<file path="config.mk">
export PLATFORM = sky130hd
export DESIGN_NAME = fetch_queue
export DESIGN_NICKNAME = d
export VERILOG_FILES = /design/src/rtl/fetch_queue.sv
export SDC_FILE = /design/constraint.sdc
export NUM_CORES = 1
export LEC_CHECK = 0
export ABC_CLOCK_PERIOD_IN_PS = 4900
export CAP_MARGIN = 20
export CORE_MARGIN = 2
export CORE_UTILIZATION = 40
export CTS_CLUSTER_SIZE = 14
export DETAILED_ROUTE_END_ITERATION = 12
export PLACE_DENSITY = 0.71
export SYNTH_ARGS = -nofsm -noshare
export SYNTH_HDL_FRONTEND = slang
export SYNTH_SLANG_ARGS = --single-unit
</file>
<file path="constraint.sdc">
create_clock -name clk -period 4.9 [get_ports clk]
set_input_delay 0.98 -clock clk [delete_from_list [all_inputs] [get_ports clk]]
set_output_delay 0.98 -clock clk [all_outputs]
set_load 0.1 [all_outputs]
</file>
<file path="src/rtl/fetch_queue.sv">
// Instruction-fetch stage: holds the fetch PC, reads combinational imem and buffers {pc, word} pairs for decode.
// Optional feature macro: FETCH_MISALIGN_CHK_EN (misaligned redirect raises a sticky fault that stops fetching).
module fetch_queue #(
  parameter logic [31:0] RESET_PC = 32'h0000_0000,
  parameter int unsigned DEPTH    = 2
) (
  input  logic        clk,
  input  logic        reset_n,
  output logic [31:0] imem_addr,
  input  logic [31:0] imem_rd,
  input  logic        redirect_valid,
  input  logic [31:0] redirect_pc,
  output logic        instr_valid,
  input  logic        instr_ready,
  output logic [31:0] instr,
  output logic [31:0] instr_pc,
  output logic [31:0] instr_pcplus4,
  output logic        fetch_fault
);

  localparam int AW = (DEPTH > 1) ? $clog2(DEPTH) : 1;
  localparam int CW = $clog2(DEPTH + 1);

  logic [31:0]   fpc_q, fpc_d;
  logic [CW-1:0] count_q, count_d;
  logic [AW-1:0] wr_ptr_q, wr_ptr_d;
  logic [AW-1:0] rd_ptr_q, rd_ptr_d;
  logic [31:0]   pc_mem   [DEPTH];
  logic [31:0]   word_mem [DEPTH];
  logic [31:0]   load_pc;
  logic          push;
  logic          pop;

`ifdef FETCH_MISALIGN_CHK_EN
  logic fault_q;
  logic fault_d;

  assign load_pc = redirect_pc;

  // Fault survives later redirects; only reset clears it.
  always_comb begin
    fault_d = fault_q;
    if (redirect_valid && (redirect_pc[1:0] != 2'b00)) begin
      fault_d = 1'b1;
    end
  end

  always_ff @(posedge clk) begin
    if (!reset_n) begin
      fault_q <= 1'b0;
    end else begin
      fault_q <= fault_d;
    end
  end
`else
  logic fault_q;
  logic unused_redirect_lsbs;

  assign load_pc              = {redirect_pc[31:2], 2'b00};
  assign fault_q              = 1'b0;
  assign unused_redirect_lsbs = ^redirect_pc[1:0];
`endif

  // Push eligibility looks only at the registered count, so a pop never frees a slot in the same cycle.
  assign push = (count_q < CW'(DEPTH)) && !fault_q && !redirect_valid;
  assign pop  = instr_valid && instr_ready && !redirect_valid;

  always_comb begin
    fpc_d    = fpc_q;
    count_d  = count_q;
    wr_ptr_d = wr_ptr_q;
    rd_ptr_d = rd_ptr_q;
    if (redirect_valid) begin
      fpc_d    = load_pc;
      count_d  = '0;
      wr_ptr_d = '0;
      rd_ptr_d = '0;
    end else begin
      if (push) begin
        wr_ptr_d = wr_ptr_q + AW'(1);
        fpc_d    = fpc_q + 32'd4;
      end
      if (pop) begin
        rd_ptr_d = rd_ptr_q + AW'(1);
      end
      case ({push, pop})
        2'b10:   count_d = count_q + CW'(1);
        2'b01:   count_d = count_q - CW'(1);
        default: count_d = count_q;
      endcase
    end
  end

  always_ff @(posedge clk) begin
    if (!reset_n) begin
      fpc_q    <= RESET_PC;
      count_q  <= '0;
      wr_ptr_q <= '0;
      rd_ptr_q <= '0;
    end else begin
      fpc_q    <= fpc_d;
      count_q  <= count_d;
      wr_ptr_q <= wr_ptr_d;
      rd_ptr_q <= rd_ptr_d;
    end
  end

  always_ff @(posedge clk) begin
    if (push) begin
      pc_mem[wr_ptr_q]   <= fpc_q;
      word_mem[wr_ptr_q] <= imem_rd;
    end
  end

  assign imem_addr     = fpc_q;
  assign instr_valid   = (count_q != '0);
  assign instr         = instr_valid ? word_mem[rd_ptr_q] : 32'h0;
  assign instr_pc      = instr_valid ? pc_mem[rd_ptr_q] : 32'h0;
  assign instr_pcplus4 = instr_valid ? (pc_mem[rd_ptr_q] + 32'd4) : 32'h0;
  assign fetch_fault   = fault_q;

endmodule

</file>
==> impl_metrics.toml <==
[drt]
routedWlPerCell_um = 17.3
drc = 0
viasPerCell = 5.21
drtIter0Drc = 335
ant_nets = 0
wirelength_um = 18800
vias = 5653
dr.pass1.iters = 4

[setup_path]
critPathLaunchType = "flop"
arrival_ps = 3460
cp.buffers_inverters = 2
critPathKind = "flop to primary output"
reg2reg_slack_ps = 2370
crit_chain = "mux2_2 -> ha_1 -> inv_1 -> a211oi_4 -> nand3_4 -> nor4b_2 -> mux2_2 -> buf_4"
critical-path-top-delay-family = "flip-flops"
cpMaxStageDelayCell = "dfxtp_4"
endpoint_kind = "primary output"
timing.rr.end = "count_q[1]"
reg2reg_depth = 8
crit_required_ps = 3920
slowest_delay_ps = 830
worstReg2RegStart = "count_q[1]"
path_max_fanout = 60
cp_common_cell = "mux2_2"

[clock_tree]
clkSlewWorstSetupHoldPaths_ps = 60
numClockSinks = 159
cts_tree = "done"
clock_path_buffers = 2
numCtsBuffers = 17
cts_setup_buffers = 0
ctsResizeCount = 0
holdBufCountCts = 0
clkLatencyLatePin_ps = 420
h-tree-depth = 4
root_buffer = "clkbuf_16"

[yosys]
synth_top_cell_by_area = "edfxtp_1"
synth.most_common_cell = "edfxtp_1"
synth_area_leaders = "edfxtp_1 (49%), dfxtp_1 (9.3%), mux2i_1 (7.5%)"
ys_seq_area_share_pct = 58.5
synth_area_per_cell_um2 = 11.5
ys_types = 55
async_flop_share_pct = 0
synthCells = 658
synth_edf_count = 124
synth_top_area_share_pct = 49.2
yosysWarningCount = 0
ys_ff_latch = 159
netlist_area_um2 = 7560
synth_common_cells = "edfxtp_1 (124), nor2_1 (82), mux2i_1 (57), nand2_1 (45), o21ai_0 (43)"
dominantRegCellSynth = "edfxtp_1"

[sta]
period_needed_ps = 4440
max_freq_mhz = 225
rsz0062_at_grt = "false"
fin_crit_sh_pct = 90.6
setup_viol = 0
max-slew-margin-rel_pct = 31.7
final.setup_skew_ps = 9.10
drv_slew = 0
hold_viol = 0
worst_slew_pin_slew_ps = 1020

[power]
cellPowerDensity_nw_per_um2 = 363
p_leak_nw = 3.42
ir_worst_vdd_mv = 0.247

[finish]
fin_util_pct = 54.5
final_nets = 909
area.growth.synth_to_final_pct = 34.5
drive_gt1_share_pct = 11.8
num_antenna_cells = 0
design_area_um2 = 10200

[placement]
port_buffers = 188
dp_hpwl_um = 13200
gp_congestion = 0.814
place_area_um2 = 9580

[global_routing]
grt_pass1_wl_um = 28700
grt_max_degree = 63
grtUsageTotal_pct = 18.6
gr-total-overflow = 0
antenna_found_initial = 0
grt_pass1_vias = 5270

[hold_path]
hp-class = "flop to flop"
min_from = "rd_ptr_q"
hold_depth = 2

[floorplan]
die-height_um = 141
row_count = 50
dieArea_um2 = 20000
core-area_um2 = 18600
io_pins = 198
die_w_um = 141
start_util_pct = 40.6

[status]
outcome = "complete, no violations"

[flow_run]
cap_violations = 0
## cell usage in the layout, fill, tap and decap left out, types with 5 or more instances in the layout
cell / synthesis / routed
nand3b_1: 5 / 5
conb_1: 1 / 7
inv_1: 7 / 7
nand2_1: 45 / 45
dfxtp_1: 35 / 34
a21oi_1: 27 / 26
and3_1: 5 / 5
nor4_1: 6 / 6
o21ai_0: 43 / 42
xor2_1: 21 / 21
and4_1: 5 / 5
nor3_1: 10 / 8
nand3_1: 27 / 27
or3_1: 6 / 6
edfxtp_1: 124 / 124
clkdlybuf4s50_1: 0 / 157
clkbuf_16: 0 / 17
buf_4: 13 / 41
nand4_1: 19 / 19
mux2i_1: 57 / 57
nor2_1: 82 / 79
a31oi_1: 6 / 6
xnor2_1: 20 / 20
and2_1: 12 / 12
## how the worst max path moves through the flow
stage | end | slack (ps) | cells after the start
floorplan | instr_pcplus4[16] | -640 | 13
global placement | instr_pcplus4[26] | 890 | 8
detailed placement | instr_pcplus4[26] | 860 | 8
CTS | instr_pcplus4[26] | 410 | 8
global route | instr_pcplus4[26] | 250 | 8
finish | instr_pcplus4[26] | 460 | 8
## power by group
| group | switching, mW | leakage, nW | internal (mW) |
|---|---|---|---|
| sequential | 0.0669 | 1.47 | 1.54 |
| clock | 0.543 | 0.289 | 0.758 |
| combinational | 0.586 | 1.66 | 0.199 |
## flip-flops by register name, summed over array words and instances (netlist names), named ones only
| name | count |
|---|---|
| wr_ptr_q | 1 |
| word_mem | 64 |
| pc_mem | 60 |
| rd_ptr_q | 1 |
| count_q | 2 |
| imem_addr | 30 |
## layout make-up
type / count / area (um^2)
fill: 1628 / 8480
sequential: 159 / 4430
multi-input combinational: 455 / 2950
timing repair buffer: 198 / 1880
clock buffer: 17 / 425
tap: 234 / 293
clock inverter: 15 / 161
inverter: 7 / 26.3
## tightest hold or removal path, stage by stage, from the launching register on
cell and delay (ps):
dfxtp_1 330, xor2_1 80, nor2_1 70
## cells by family (layout without fill, tap and decap cells)
family	after synthesis	count (layout)	share of synthesized area, %
flops	159	159	58.5
buf+inv	50	237	3.41
other cells	1	7	0.0496
simple gates	241	241	16.3
xor+xnor	41	41	4.75
compound gates	102	102	8.36
mux	61	61	8.14
fa+ha+maj	3	3	0.496
## stage by stage
step | hold WS [ps] | setup slack [ps] | power (mW) | setup TNS [ps] | std cells
finish | 518 | 461 | 3.69 | 0 | 1085
global route | 526 | 253 | 3.81 | 0 | 1085
CTS | 519 | 406 | 3.72 | 0 | 1085
detailed placement | 494 | 864 | 2.42 | 0 | 1053
global placement | 485 | 887 | 2.41 | 0 | 1053
floorplan | 472 | -643 | 2.20 | -1880 | 664
## routing by layer
layer  wire length (um)  global-route usage (%)  part of all wire (%)
met1               8730                    25.6                    47
met5                  0                       0                     0
met3                911                    3.88                   4.9
met4                238                    5.05                   1.3
met2               8880                    30.2                    47
Power figures use the tool's default switching activity.
